<file path="src/rtl/benes_pkg.sv">
`default_nettype none
// ============================================================================
// Package : benes_pkg
// Shared constants, sequencer states and the benes8 select-word layout.
// Rev     : 1.0
// ============================================================================
package benes_pkg;

   localparam int N     = 32;
   localparam int B8    = 5;
   localparam int B4    = 3;
   localparam int DEPTH = 8;
   localparam int AW    = 3;

   typedef enum logic [1:0] {
      ST_IDLE  = 2'd0,
      ST_RUN   = 2'd1,
      ST_DRAIN = 2'd2
   } seq_state_t;

   // Select word: bit 4 first column, bits 3:1 inner benes4, bit 0 last column.
   typedef struct packed {
      logic          sf;
      logic [B4-1:0] s4;
      logic          sl;
   } benes8_sel_t;

endpackage
`default_nettype wire

</file>
<file path="src/rtl/benes_sel_table.sv">
`default_nettype none
// ============================================================================
// Module : benes_sel_table
// DEPTH x W select register file, one write port, asynchronous read port.
// Rev    : 1.0
// ============================================================================
module benes_sel_table #(
   parameter int DEPTH = benes_pkg::DEPTH,
   parameter int W     = benes_pkg::B8,
   parameter int AW    = benes_pkg::AW
) (
   input  logic          clk,
   input  logic          rst_n,
   input  logic          i_we,
   input  logic [AW-1:0] i_waddr,
   input  logic [W-1:0]  i_wdata,
   input  logic [AW-1:0] i_raddr,
   output logic [W-1:0]  o_rdata
);

   logic [W-1:0] w_entry [DEPTH];

   for (genvar gi = 0; gi < DEPTH; gi++) begin : g_entry
      logic [W-1:0] r_q;

      always_ff @(posedge clk) begin
         if (!rst_n) begin
            r_q <= '0;
         end else if (i_we && (i_waddr == AW'(gi))) begin
            r_q <= i_wdata;
         end
      end

      assign w_entry[gi] = r_q;
   end

   assign o_rdata = w_entry[i_raddr];

endmodule
`default_nettype wire

</file>
<file path="src/rtl/benes8_perm_sequencer.sv">
`default_nettype none
// ============================================================================
// Module : benes8_perm_sequencer
// Streams 8-lane vectors through an external benes8, one table select per vector.
// Rev    : 1.0
// ============================================================================
module benes8_perm_sequencer #(
   parameter int N     = benes_pkg::N,
   parameter int B8    = benes_pkg::B8,
   parameter int DEPTH = benes_pkg::DEPTH,
   parameter int AW    = benes_pkg::AW
) (
   input  logic           clk,
   input  logic           rst_n,
   input  logic           cfg_we,
   input  logic [AW-1:0]  cfg_addr,
   input  logic [B8-1:0]  cfg_data,
   input  logic [AW-1:0]  cfg_len,
   input  logic           start,
   output logic           busy,
   output logic           done,
   input  logic           in_valid,
   output logic           in_ready,
   input  logic [8*N-1:0] x_bus,
   output logic [8*N-1:0] net_x,
   output logic [B8-1:0]  net_sel,
   input  logic [8*N-1:0] net_y,
   output logic           out_valid,
   input  logic           out_ready,
   output logic [8*N-1:0] y_bus
);

   import benes_pkg::*;

   seq_state_t     r_state;
   seq_state_t     w_state_nxt;
   logic [AW-1:0]  r_ptr;
   logic [AW-1:0]  r_len_q;
   logic           r_busy;
   logic           r_done;
   logic           r_s1_valid;
   logic           r_out_valid;
   logic [8*N-1:0] r_net_x;
   logic [8*N-1:0] r_y_bus;
   logic [B8-1:0]  r_net_sel;
   logic [B8-1:0]  w_tbl_rdata;
   logic           w_tbl_we;
   logic           w_in_ready;
   logic           w_accept;
   logic           w_s1_adv;
   logic           w_drained;
   logic           w_start_frame;
   logic           w_finish;

   assign w_s1_adv  = r_s1_valid & (~r_out_valid | out_ready);
   assign w_accept  = in_valid & w_in_ready;
   assign w_drained = ~r_s1_valid & (~r_out_valid | out_ready);
   assign w_tbl_we  = cfg_we & (r_state == ST_IDLE);

   benes_sel_table #(
      .DEPTH (DEPTH),
      .W     (B8),
      .AW    (AW)
   ) u_sel_table (
      .clk     (clk),
      .rst_n   (rst_n),
      .i_we    (w_tbl_we),
      .i_waddr (cfg_addr),
      .i_wdata (cfg_data),
      .i_raddr (r_ptr),
      .o_rdata (w_tbl_rdata)
   );

   always_ff @(posedge clk) begin
      if (!rst_n) begin
         r_state <= ST_IDLE;
      end else begin
         r_state <= w_state_nxt;
      end
   end

   always_comb begin
      w_state_nxt   = r_state;
      w_in_ready    = 1'b0;
      w_start_frame = 1'b0;
      w_finish      = 1'b0;
      case (r_state)
         ST_IDLE: begin
            if (start) begin
               w_state_nxt   = ST_RUN;
               w_start_frame = 1'b1;
            end
         end
         ST_RUN: begin
            w_in_ready = ~r_s1_valid | w_s1_adv;
            if (w_accept && (r_ptr == r_len_q)) begin
               w_state_nxt = ST_DRAIN;
            end
         end
         ST_DRAIN: begin
            if (w_drained) begin
               w_state_nxt = ST_IDLE;
               w_finish    = 1'b1;
            end
         end
         default: w_state_nxt = ST_IDLE;
      endcase
   end

   // The pointer stops on the last index so the DRAIN state never reads past len_q.
   always_ff @(posedge clk) begin
      if (!rst_n) begin
         r_ptr   <= '0;
         r_len_q <= '0;
         r_busy  <= 1'b0;
         r_done  <= 1'b0;
      end else begin
         r_done <= w_finish;
         if (w_start_frame) begin
            r_len_q <= cfg_len;
            r_ptr   <= '0;
            r_busy  <= 1'b1;
         end else if (w_finish) begin
            r_busy <= 1'b0;
         end
         if (w_accept && (r_ptr != r_len_q)) begin
            r_ptr <= r_ptr + AW'(1);
         end
      end
   end

   always_ff @(posedge clk) begin
      if (!rst_n) begin
         r_s1_valid  <= 1'b0;
         r_net_x     <= '0;
         r_net_sel   <= '0;
         r_out_valid <= 1'b0;
         r_y_bus     <= '0;
      end else begin
         if (w_accept) begin
            r_net_x    <= x_bus;
            r_net_sel  <= w_tbl_rdata;
            r_s1_valid <= 1'b1;
         end else if (w_s1_adv) begin
            r_s1_valid <= 1'b0;
         end
         if (w_s1_adv) begin
            r_y_bus     <= net_y;
            r_out_valid <= 1'b1;
         end else if (out_ready) begin
            r_out_valid <= 1'b0;
         end
      end
   end

   assign busy      = r_busy;
   assign done      = r_done;
   assign in_ready  = w_in_ready;
   assign net_x     = r_net_x;
   assign net_sel   = r_net_sel;
   assign out_valid = r_out_valid;
   assign y_bus     = r_y_bus;

endmodule
`default_nettype wire

</file>
<file path="config.mk">
export PLATFORM = sky130hd
export DESIGN_NAME = benes8_perm_sequencer
export DESIGN_NICKNAME = d
export VERILOG_FILES = /design/src/rtl/benes_pkg.sv /design/src/rtl/benes_sel_table.sv /design/src/rtl/benes8_perm_sequencer.sv
export SDC_FILE = /design/constraint.sdc
export NUM_CORES = 1
export LEC_CHECK = 0
export ABC_AREA = 1
export CAP_MARGIN = 20
export CORE_AREA = 10 10 404 406
export CTS_CLUSTER_DIAMETER = 40
export CTS_CLUSTER_SIZE = 40
export DETAILED_ROUTE_END_ITERATION = 12
export DIE_AREA = 0 0 414 416
export PLACE_DENSITY = 0.4
export SETUP_SLACK_MARGIN = 0.4
export SLEW_MARGIN = 20
export SYNTH_ARGS = -nofsm -noshare
export SYNTH_HDL_FRONTEND = slang
export SYNTH_HIERARCHICAL = 1
export SYNTH_SLANG_ARGS = --single-unit
</file>
<file path="constraint.sdc">
create_clock -name clk -period 1.29 [get_ports clk]
set_input_delay 0.1935 -clock clk [delete_from_list [all_inputs] [get_ports clk]]
set_output_delay 0.1935 -clock clk [all_outputs]
set_load 0.05 [all_outputs]
</file>
== After elaboration in Yosys (flattened, before gate mapping) ==
Cells that the tools add are included.

* Multipliers: 0
* Div/mod/pow operators: 0
* Bitwise gates (word level): 9
* Add/sub/neg operators: 1
* Shift operators: 0
* Muxes and demuxes: 20
* Eq/ne operators: 14
* $lt $le $gt $ge: 1
* Reductions and logical operators: 17

{| class="wikitable"
|+ Operators with widths
! cell !! count
|-
| binary-select mux 5 bit (select 3 bit) || 1
|-
| == test 3 bit, second input constant || 4
|-
| two-way mux 1 bit || 11
|-
| logical AND 1 bit || 10
|-
| two-way mux 5 bit || 2
|-
| nonzero test 2 bit || 4
|-
| == test 3 x 2 -> 1 bit, second input constant || 2
|-
| two-way mux 2 bit || 3
|-
| two-way mux 3 bit || 2
|-
| inequality test 2 bit, second input constant || 3
|-
| one-hot mux 2 bit (3 select lines) || 1
|-
| bitwise AND 1 bit || 4
|-
| >= comparator 4 bit, second input constant || 1
|-
| inverter 3 -> 4 bit || 1
|-
| adder 3 x 1 -> 3 bit, second input constant || 1
|-
| == test 3 x 1 -> 1 bit, second input constant || 1
|-
| == test 3 bit || 1
|-
| zero test 3 bit || 1
|-
| inequality test 3 bit || 1
|-
| AND reduction 3 bit || 1
|-
| == test 2 x 1 -> 1 bit, second input constant || 1
|-
| == test 2 bit, second input constant || 1
|-
| zero test 2 bit || 1
|-
| inverter 1 bit || 2
|-
| bitwise OR 1 bit || 2
|}

* Input bits: 529
* Logic and storage cells: 80
* Memory bits (writable): 0
* Latch bits: 0
* ROM bits: 0
* Output and inout port bits: 521
* Bits in registers: 569
* Memories kept: 0

== Depth between registers and ports, before layout ==
Gate-level depths: netlist of the first run.

* Depth in word-level cells: 9
* Depth in mapped cells: 9
* Depth with buffers taken out: 8

== Cells and area by module ==
Netlist of the first run, hierarchy kept.

{| class="wikitable"
|+ Modules (own cells, without submodules)
! module !! area an instance (µm²) !! cells an instance !! instances
|-
| benes8_perm_sequencer || 18,283.8 || 2,314 || 1
|-
| benes_sel_table || 1,990.7 || 324 || 1
|}

== Worst setup path before layout of the first run ==
Ideal clock, no wire load.

* Path kind: reg-to-reg
* From: reg r_out_valid (netlist: out_valid)
* To: reg r_net_x[226] (netlist: net_x[226])
* Stages on the path, launching flop included: 8
* Setup time: 0.065 ns
* Required time: 1.225 ns
* Path slack: -0.331 ns
* Arrival: 1.556 ns
* Cells stage by stage: dfxtp_1 nand3_1 nand2_2 nor2_8 inv_2 buf_1 nor2_1 nor2_1

* Word-level cells in the longest chain between the ends: 6

{| class="wikitable"
|+ Ends and longest elaborated chain
! item !! RTL line !! source
|-
| start: declaration || benes8_perm_sequencer.sv:42 || <nowiki>logic r_out_valid;</nowiki>
|-
| start signal: assignment || benes8_perm_sequencer.sv:137 || <nowiki>r_out_valid <= 1'b0;</nowiki>
|-
| start signal: assignment || benes8_perm_sequencer.sv:149 || <nowiki>r_out_valid <= 1'b1;</nowiki>
|-
| start signal: assignment || benes8_perm_sequencer.sv:151 || <nowiki>r_out_valid <= 1'b0;</nowiki>
|-
| inverter 1 bit || benes8_perm_sequencer.sv:55 || <nowiki>assign w_s1_adv = r_s1_valid & (~r_out_valid | out_ready);</nowiki>
|-
| bitwise OR 1 bit || benes8_perm_sequencer.sv:55 ||
|-
| bitwise AND 1 bit || benes8_perm_sequencer.sv:55 ||
|-
| bitwise OR 1 bit || benes8_perm_sequencer.sv:95 || <nowiki>w_in_ready = ~r_s1_valid | w_s1_adv;</nowiki>
|-
| two-way mux 1 bit || benes8_perm_sequencer.sv:87 || <nowiki>case (r_state)</nowiki>
|-
| bitwise AND 1 bit || benes8_perm_sequencer.sv:56 || <nowiki>assign w_accept = in_valid & w_in_ready;</nowiki>
|-
| end signal: assignment || benes8_perm_sequencer.sv:141 || <nowiki>r_net_x <= x_bus;</nowiki>
|-
| end: declaration || benes8_perm_sequencer.sv:43 || <nowiki>logic [8*N-1:0] r_net_x;</nowiki>
|}

No other way between the ends.
A chain may end at the register's enable or synchronous reset.

== Worst setup path after layout of the first run ==
* From: reg r_state[0]
* To: reg r_net_x[46] (netlist: net_x[46])

* Word-level cells in the longest chain between the ends: 3

{| class="wikitable"
|+ Ends and longest elaborated chain
! item !! RTL line !! source
|-
| start: declaration || benes8_perm_sequencer.sv:35 || <nowiki>seq_state_t r_state;</nowiki>
|-
| start signal: assignment || benes8_perm_sequencer.sv:78 || <nowiki>r_state <= w_state_nxt;</nowiki>
|-
| == test 2 x 1 -> 1 bit || benes8_perm_sequencer.sv:87 ||
|-
| two-way mux 1 bit || benes8_perm_sequencer.sv:87 ||
|-
| bitwise AND 1 bit || benes8_perm_sequencer.sv:56 ||
|}

No other way between the ends.

==> reports/results.tsv, run 1 <==
stage	metric	value	unit
pwr	leakage	19.1	nW
synthesis	Synth Area in XOR/XNOR	0.0864	%
global_route	first-pass GRT wire length	180000	um
setup_path	Setup crit start	r_state[0]	
floorplan	Core ar.	155000	um2
synthesis	most frequent cells after synthesis	nor2_1, dfxtp_1, o21ai_0, o21ai_1, clkbuf_1	
setup_path	kind of cell adding the most delay to the critical path	buffers and inverters	
floorplan	Die Wd	414	um
setup_path	CP peak stage delay	330	ps
sta	Hold Vio Cnt, Final	0	
detailed_routing	M1 WL	49700	um
sta	RSZ-0062 raised after global routing	true	
sta	Tightest Pin Transition	391	ps
setup_path	CP required	1940	ps
pwr	worst IR drop on VDD	1.08	mV
clocking	Worst-path clk slew	50	ps
run	Max Cap Viol	0	
global_route	vias in the first global route	23277	
sta	Setup WS post-layout	-566	ps
sta	Final Setup Violations	1084	
setup_path	critical-path cell list	inv_2, nor2_4, nand2_4, buf_4, nor2_8, buf_8, buf_16, buf_12, buf_12, bufbuf_16, o21ai_1, nor2_1	
synthesis	simple-gate area share of the yosys netlist	23.6	%
detailed_routing	WL met2	64100	um
detailed_routing	Top Layer Used	met5	
synthesis	Post-Synth Adder-Cell Area	0.0617	%
synthesis	post-synthesis compound-gate area fraction	14.0	%
synthesis	Top FF cell, synth	dfxtp_1	
setup_path	Setup crit end kind	flop	
sta	Slew Limit Fails	0	
floorplan	Initial Utilization	13.1	%
global_route	initial antenna violation count	41	
floorplan	FP Rows	145	
hold_path	Hold Crit Class	input pin to flop	
synthesis	sequential area share after synthesis	56.2	%
finish	Layout area overhead	133	%
synthesis	flops & latches, synth	569	
floorplan	die height	416	um
sta	achievable clock frequency	0.539	GHz
clocking	H-tree levels	4	
synthesis	Synth area leader	dfxtp_1	
setup_path	worst path bufs/invs	7	
setup_path	R2R Path Start	r_state[0]	
synthesis	ranking of synthesized cells by area	dfxtp_1, nor2_1, o21ai_0	
detailed_routing	drt via density	3.67	
detailed_routing	Final ANT Viol Nets	0	
global_route	Global Route Usage Sum	14.5	%
synthesis	average size of a mapped cell	7.69	um2
finish	# nets final	4531	
pwr	PwrDens	1490	nW/um2
synthesis	mux cell area share after synthesis	0	%
synthesis	EDFF count, synth	0	
sta	minimum clock period	1860	ps
floorplan	IO Pins	1050	
synthesis	mapped cell area	20300	um2
setup_path	slowest library cell on the worst path	dfxtp_2	
sta	clock skew	37.8	ps
synthesis	Yosys warning count	6	
synthesis	count leader, synth	nor2_1	
setup_path	crit path DAT	2500	ps
detailed_routing	drt total wl	130000	um
finish	final std cells w/o fill	6189	
setup_path	Crit Path Class	flop to flop	
detailed_routing	First DRT Iteration DRCs	1188	
finish	share of layout cells above drive strength 1	27.5	%
detailed_routing	TritonRoute pass-1 iters	5	
setup_path	Most common cell on crit path	buf_12	
sta	Slew HR	73.7	%
place	pre-CTS WS	-738	ps
detailed_routing	met3 WL	12900	um
synthesis	largest family of logic cells by synthesized area	simple AND/OR/NAND/NOR gates	
place	cell count after placement	5770	
place	routability cong.	0.861	
global_route	pin count of the biggest net entering global routing	43	
outcome	status	complete, but fails checks	
floorplan	die area	172000	um2
clocking	clock buffer depth	3	
synthesis	Post-Syn Instances	2638	
global_route	grt ovf	0	
synthesis	synth unique cells	26	
clocking	clk_lat worst skew	730	ps
outcome	failing checks	negative setup slack	
detailed_routing	detailed-route via count	22734	
setup_path	Worst setup SP type	flop	
clocking	CTS buffer count	136	
synthesis	top cell type's share of synthesized area	56.2	%
setup_path	crit-path max FO	4	
clocking	CTS sink count	569	
synthesis	syn nets	3168	
place	port bufs	1049	
synthesis	async set or reset register ratio after synthesis	0	%
clocking	CTS tree	yes	
detailed_routing	DRC viols	0	
hold_path	Hold Startpoint	rst_n	
place	DP HPWL	100000	um
detailed_routing	wire length per cell	21.1	um
clocking	Root Buffer	clkbuf_16	
sta	Final Cycle Share	144	%
[cell usage in the layout, fill, tap and decap left out, types with 19 or more instances in the layout]
cell type / Yosys / final
o21ai_0: 340 / 314
nand3_1: 30 / 29
buf_16: 0 / 23
clkbuf_8: 0 / 29
buf_4: 18 / 162
inv_1: 55 / 53
buf_12: 0 / 565
diode_2: 0 / 19
clkbuf_16: 0 / 143
clkdlybuf4s50_1: 0 / 527
clkinv_2: 6 / 22
buf_8: 0 / 19
o21ai_1: 219 / 243
dlygate4sd3_1: 0 / 75
dfxtp_1: 569 / 536
bufinv_16: 0 / 21
nor2_1: 1117 / 1092
dfxtp_4: 0 / 30
nand2_1: 83 / 80
nor2_2: 4 / 24
[report_power, final]
| part | switching (W) | internal, W |
|---|---|---|
| logic | 0.00680 | 0.00695 |
| clock network | 0.0116 | 0.0255 |
| registers | 0.00116 | 0.0187 |
[cell type report]
| cell class | count | area [um2] |
|---|---|---|
| Tap cell | 2058 | 2570 |
| Timing Repair Buffer | 1402 | 20100 |
| Clock buffer | 184 | 3920 |
| Antenna cell | 19 | 47.5 |
| Fill cell | 16123 | 108000 |
| Inverter | 69 | 294 |
| Multi-Input combinational cell | 1822 | 7870 |
| Timing Repair inverter | 1 | 11.3 |
| Sequential cell | 569 | 11500 |
| Clock inverter | 65 | 1050 |
[worst paths after layout]
kind / cells after the start / to / slack [ps]
worst max-delay path: 12 / net_x[46] / -570
worst min-delay path: 5 / y_bus[104] / 70
worst max register to register: 12 / net_x[46] / -570
worst min register to register: 2 / u_sel_table/g_entry[1].r_q[2] / 470
[per-layer routing]
layer	GRT usage, %	vias up
met5	0	-
met4	5.39	10
met3	6.91	193
met2	24.5	841
met1	15.7	10441
li1	-	11249
[logic make-up after synthesis]
kind of cell    Yosys count
fa+ha+maj                 1
buf+inv                 249
simple gates           1248
xor+xnor                  2
flops                   569
compound gates          569
[per-stage QoR]
step                      TNS, ps  total power, W  util, %  hold WS (ps)  cell area, um2
after global placement    -343970          0.0329     25.5           461           39600
after detailed placement  -341700          0.0329     25.5           467           39600
after CTS                 -321980          0.0716     30.2         0.509           46800
final                     -267990          0.0706     30.5          70.3           47300
after floorplan                 0          0.0250        -           328           20400
after global routing      -376450          0.0733     30.5          20.2           47300
[sequential cells by signal (all words and copies together) (netlist names)]
name / cells
net_x: 256
y_bus: 256
u_sel_table/g_entry.r_q: 40
net_sel: 5
r_len_q: 3
r_ptr: 3
r_state: 2
busy: 1
done: 1
out_valid: 1
r_s1_valid: 1
[repair_timing]
item	in CTS	in global routing
pin swaps	7	17
gates resized for setup	140	50
hold endpoints to repair	205	0
buffers inserted	25	16
hold buffers	76	0
endpoints found under the setup margin	1090	1090
gates cloned	29	5
[worst register-to-register path: cells and delay by family, from the launching register on]
kind                   cells  cell delay, ps
and+or+nand+nor            4             480
DFF                        1             330
AOI/OAI and AO/OA          1              50
buffers and inverters      7             950
Power figures use the tool's default switching activity.
==> run 2, diff against run 1 <==
clock period = 1.6 ns   (was 1.29 ns; I/O delays follow)
==> run 2 against run 1 <==
- the run still ends with negative setup slack left
- register-to-register slack improved by 310 ps
- non-clock buffer count fell by 37
- sequential cell count did not move
- global-route usage fell by 0.40 points
- critical path depth fell by 1
- utilization fell by 1.3 points
- via count rose by 1.3%
- worst hold slack improved by 17 ps
- cell area fell by 4.2%
- power fell by 21%
- combinational power fell by 23%
- die area did not move
==> reports/results.tsv, run 2 (synthesis gave the netlist of run 1 again) <==
stage	metric	value	unit	change
finish	fin area	45400	um2	-4.2%
finish	# nets final	4493		-0.84%
floorplan	Initial Utilization	13.1	%	unchanged
sta	Hold Vio Cnt, Final	0		unchanged
setup_path	Setup crit start	out_valid		
setup_path	cells on worst reg2reg path	11		-1
sta	Setup WS post-layout	-254	ps	+312 ps
hold_path	Hold Startpoint	x_bus[196]		
floorplan	die height	416	um	unchanged
detailed_routing	detailed-route via count	23020		+1.3%
setup_path	Crit Path Class	flop to flop		
setup_path	crit-path max FO	8		+4
floorplan	die area	172000	um2	unchanged
hold_path	Hold Crit Class	input pin to flop		
floorplan	IO Pins	1050		unchanged
outcome	status	complete, but fails checks		
global_route	pin count of the biggest net entering global routing	59		+37%
finish	most frequent cells in the layout	nor2_1, clkdlybuf4s50_1, buf_4		
detailed_routing	TritonRoute pass-1 iters	5		unchanged
setup_path	R2R Path Start	out_valid		
clocking	clock buffer depth	3		unchanged
detailed_routing	drt total wl	137000	um	+5.1%
setup_path	CP required	2190	ps	+250 ps
clocking	Worst-path clk slew	50	ps	about the same
outcome	failing checks	negative setup slack		
detailed_routing	DRC viols	0		unchanged
hold_path	Hold Path Cell Cnt	3		-2
run	Max Cap Viol	0		unchanged
global_route	first-pass GRT wire length	177000	um	-2.0%
sta	minimum clock period	1850	ps	-2.14 ps
place	routability cong.	0.832		-3.4%
setup_path	Worst setup SP type	flop		
detailed_routing	wire length per cell	22.3	um	+6.0%
floorplan	FP Rows	145		unchanged
detailed_routing	First DRT Iteration DRCs	1137		-4.3%
sta	clock skew	24.7	ps	-13.1 ps
pwr	Design Power	0.0556	W	-21%
clocking	clk_lat worst skew	730	ps	about the same
sta	RSZ-0062 raised after global routing	true		
clocking	CTS sink count	569		unchanged
global_route	initial antenna violation count	46		+12%
sta	Slew HR	55.9	%	-18 points
clocking	H-tree levels	4		unchanged
sta	hold slack	87.7	ps	+17.4 ps
clocking	Root Buffer	clkbuf_16		
finish	share of layout cells above drive strength 1	41.7	%	+14 points
sta	Slew Limit Fails	0		unchanged
place	placed cell area	33400	um2	-16%
pwr	leakage	18.7	nW	-1.9%
setup_path	Setup crit end kind	flop		
global_route	Global Route Usage Sum	14.1	%	-0.40 points
finish	commonest non-fill, non-tap cell in the layout	nor2_1		
sta	Final Setup Violations	309		-71%
global_route	grt ovf	0		unchanged
place	DP HPWL	96600	um	-3.4%
floorplan	Core ar.	155000	um2	unchanged
sta	achievable clock frequency	0.539	GHz	+0.12%
clocking	CTS tree	yes		
pwr	PwrDens	1230	nW/um2	-18%
pwr	worst IR drop on VDD	0.946	mV	-13%
finish	Layout area overhead	124	%	
floorplan	Die Wd	414	um	unchanged
place	port bufs	1049		unchanged
detailed_routing	Final ANT Viol Nets	0		unchanged
setup_path	crit path DAT	2440	ps	-60 ps
clocking	CTS buffer count	136		unchanged
place	pre-CTS WS	-702	ps	+36.0 ps
finish	Core Util, Final	29.2	%	-1.3 points
sta	Tightest Pin Transition	660	ps	+269 ps
global_route	vias in the first global route	22469		-3.5%
detailed_routing	drt via density	3.75		+2.1%
sta	Final Cycle Share	116	%	-28 points
[run 2: cell count changes in the layout (fill, tap and decap cells not counted), sizes merged, moves of 2 or more]
| cell | delta |
|---|---|
| buf | +3 |
| bufbuf | -5 |
| clkbuf | +30 |
| clkinv | -8 |
| clkinvlp | +14 |
| diode | -7 |
| dlygate4sd3 | -75 |
| nand2 | -2 |
[run 2: per-stage QoR]
| stage | cells | setup TNS, ps |
|---|---|---|
| global placement | 5740 | -192290 |
| floorplan | 2638 | 0 |
| CTS | 6017 | -56090 |
| detailed placement | 5740 | -196980 |
| finish | 6138 | -44770 |
| global route | 6138 | -77870 |
[run 2: critical path, stage by stage (launching register included)]
cell	delay, ps
dfxtp_4	340
buf_6	120
nand3_4	80
nand2_4	70
buf_4	140
buf_6	110
nor2_8	170
buf_12	190
buf_16	180
nand3b_1	170
nand2_1	100
a21oi_1	50
[run 2: routing by layer]
layer | wire [um] | share of wire (%) | vias to the layer above | track usage, %
met5 | 54 | 0.039 | - | 0
met4 | 3650 | 2.7 | 8 | 4.56
met3 | 14000 | 10 | 223 | 7.60
met2 | 68100 | 50 | 861 | 23.7
met1 | 51300 | 37 | 10724 | 15.1
li1 | - | - | 11204 | -
[run 2: final cells by class]
type / count / area, um2
antenna: 12 / 30.0
clock inverter: 69 / 985
timing repair buffer: 1365 / 16700
timing repair inverter: 2 / 50.0
inverter: 69 / 347
sequential: 569 / 11900
multi-input combinational: 1820 / 8910
fill: 16399 / 110000
clock buffer: 174 / 3800
tap: 2058 / 2570
[run 2: final timing paths]
path / end / slack, ps
hold reg to reg: y_bus[232] / 470
setup / recovery: r_state[0] / -250
hold / removal: net_x[196] / 90
setup reg to reg: r_state[0] / -250
[run 2: what timing repair did]
action	4_1_cts	5_1_grt
resized for setup	892	765
pin swaps	7	75
gates cloned	14	66
buffers inserted	19	43
hold buffers	1	0
hold endpoints to repair	79	0
endpoints found under the setup margin	1084	1090
[run 2: power breakdown]
part | internal [W] | leakage [nW] | switching [W]
Sequential | 0.0151 | 4.80 | 0.000745
Combinational | 0.00476 | 11.6 | 0.00579
Clock | 0.0199 | 2.29 | 0.00924
Total | 0.0398 | 18.7 | 0.0158
==> run 3, diff against run 2 <==
SLEW_MARGIN = not set   (was 20)
TNS_END_PERCENT = 10   (was not set)
==> run 3 against run 2 <==
- the run still ends with negative setup slack left
- cell area down 6.0%
- die area did not move
- non-clock buffer count fell by 76
- via count decreased by 1.7%
- final cell count down 1.3%
- combinational power is 7% lower
- global-route usage rose by 0.49 points
- first-iteration DRC count is 1.8% higher
- power is 1.5% lower
- maximum frequency rose by 0.52%
- critical path depth is 5 lower
- sequential power is essentially flat
- critical endpoint is now in_ready
==> reports/results.tsv, run 3 (synthesis gave the netlist of run 1 again) <==
stage	metric	value	unit	change
sta	achievable clock frequency	0.542	GHz	+0.52%
setup_path	Worst setup SP type	flop		
detailed_routing	TritonRoute pass-1 iters	5		unchanged
clocking	H-tree levels	4		unchanged
sta	Slew HR	36.1	%	-20 points
clocking	CTS tree	yes		
detailed_routing	detailed-route via count	22626		-1.7%
floorplan	die area	172000	um2	unchanged
clocking	CTS sink count	569		unchanged
place	DP HPWL	99100	um	+2.7%
floorplan	Core ar.	155000	um2	unchanged
detailed_routing	drt total wl	134000	um	-2.3%
global_route	busiest layer in global routing	met2		
clocking	clock buffer depth	3		unchanged
finish	commonest non-fill, non-tap cell in the layout	nor2_1		
global_route	met1 Use GR	15.0	%	-0.038 points
sta	Tightest Pin Transition	956	ps	+296 ps
sta	Setup WS post-layout	-245	ps	+9.57 ps
sta	Final Cycle Share	115	%	-0.60 points
setup_path	Crit Path Class	flop to primary output		
sta	hold slack	25.8	ps	-61.8 ps
global_route	grt ovf	0		unchanged
place	routability cong.	0.872		+4.8%
hold_path	Hold Crit Class	input pin to flop		
finish	# nets final	4419		-1.6%
floorplan	Die Wd	414	um	unchanged
finish	sequential cell area	11700	um2	-2.1%
finish	# fillers	16725		+2.0%
sta	Slew Limit Fails	0		unchanged
floorplan	FP Rows	145		unchanged
place	placed cell area	33700	um2	+0.82%
clocking	Worst-path clk slew	40	ps	about the same
detailed_routing	Final ANT Viol Nets	0		unchanged
finish	share of layout cells above drive strength 1	34.3	%	-7.4 points
detailed_routing	First DRT Iteration DRCs	1158		+1.8%
setup_path	crit path DAT	1600	ps	-840 ps
floorplan	die height	416	um	unchanged
global_route	GR Layer Usage met3	8.58	%	+0.97 points
finish	Multi-input gate area	8530	um2	-4.3%
run	Max Cap Viol	0		unchanged
floorplan	IO Pins	1050		unchanged
pwr	PwrDens	1280	nW/um2	+4.8%
finish	most frequent cells in the layout	nor2_1, clkdlybuf4s50_1, buf_4		
finish	Core Util, Final	27.5	%	-1.8 points
sta	Hold Vio Cnt, Final	0		unchanged
detailed_routing	DRC viols	0		unchanged
detailed_routing	drt via density	3.73		-0.46%
sta	clock skew	22.0	ps	-2.76 ps
global_route	Global Route Usage Sum	14.6	%	+0.49 points
finish	Layout area overhead	110	%	
pwr	Design Power	0.0548	W	-1.5%
global_route	pin count of the biggest net entering global routing	63		+6.8%
floorplan	Initial Utilization	13.1	%	unchanged
outcome	status	complete, but fails checks		
sta	Final Setup Violations	242		-22%
clocking	clk_lat worst skew	730	ps	about the same
detailed_routing	wire length per cell	22.1	um	-1.1%
sta	Setup TNS Final	-10740	ps	+34030 ps
outcome	failing checks	negative setup slack		
sta	RSZ-0062 raised after global routing	true		
global_route	initial antenna violation count	59		+28%
global_route	first-pass GRT wire length	181000	um	+2.4%
pwr	worst IR drop on VDD	0.837	mV	-11%
setup_path	crit-path max FO	2		-6
clocking	Root Buffer	clkbuf_16		
setup_path	Setup crit end kind	primary output		
global_route	vias in the first global route	22949		+2.1%
setup_path	CP required	1360	ps	-830 ps
sta	minimum clock period	1840	ps	-9.57 ps
finish	fin area	42600	um2	-6.0%
global_route	met2 GRT Util	25.0	%	+1.3 points
pwr	leakage	17.6	nW	-6.0%
place	port bufs	1049		unchanged
clocking	CTS buffer count	136		unchanged
## run 3: cell count changes in the layout (fill, tap and decap cells not counted), moves of 66 or more
cell     change
dfxtp_2    -120
dfxtp_1    +146
o21ai_0    +140
buf_8      -168
o21ai_2     -66
buf_4       +84
o21ai_1     -70
## run 3: worst max-delay path, stage by stage (launching register included)
cell	delay, ps
dfxtp_4	340
buf_6	110
nand3_4	60
nand2_4	60
buf_6	120
inv_4	40
buf_12	130
## run 3: final timing paths
path | endpoint | from | slack, ps | cells past startpoint
max reg2reg | net_x[189] | out_valid | -90 | 11
min | y_bus[224] | rst_n | 30 | 4
min reg2reg | r_len_q[0] | r_len_q[0] | 480 | 2
max | in_ready | out_valid | -240 | 6
## run 3: layout make-up
| type | instances | area share (%) |
|---|---|---|
| Antenna cell | 7 | 0.0411 |
| Timing Repair Buffer | 1289 | 34.4 |
| Timing Repair inverter | 3 | 0.120 |
| Clock buffer | 185 | 9.22 |
| Multi-Input combinational cell | 1821 | 20.0 |
| Sequential cell | 569 | 27.4 |
| Inverter | 69 | 0.731 |
| Clock inverter | 60 | 2.07 |
| Tap cell | 2058 | 6.04 |
## run 3: per-layer routing
metal  up-vias  wire length (um)
met4         8              3370
li1      11013                 -
met3       279             16100
met1     10428             49100
met5         -                39
met2       898             65200
## run 3: per-stage QoR
stage,cells,setup WS [ps]
2_1_floorplan,2638,317
3_3_place_gp,5717,-551
3_5_place_dp,5717,-635
4_1_cts,6013,-399
5_1_grt,6059,-345
6_report,6061,-245
## run 3: repair_timing
action / 4_1_cts / 5_1_grt
hold buffers: 14 / 2
setup buffers: 15 / 20
endpoints found under the setup margin: 1087 / 1090
gates cloned: 22 / 20
endpoints found under the hold margin: 41 / 20
gates resized for setup: 655 / 217
pin swaps: 50 / 16
## run 3: power breakdown
| group | internal (W) | switching, W |
|---|---|---|
| clock | 0.0198 | 0.00940 |
| sequential | 0.0151 | 0.000631 |
| combinational | 0.00423 | 0.00564 |
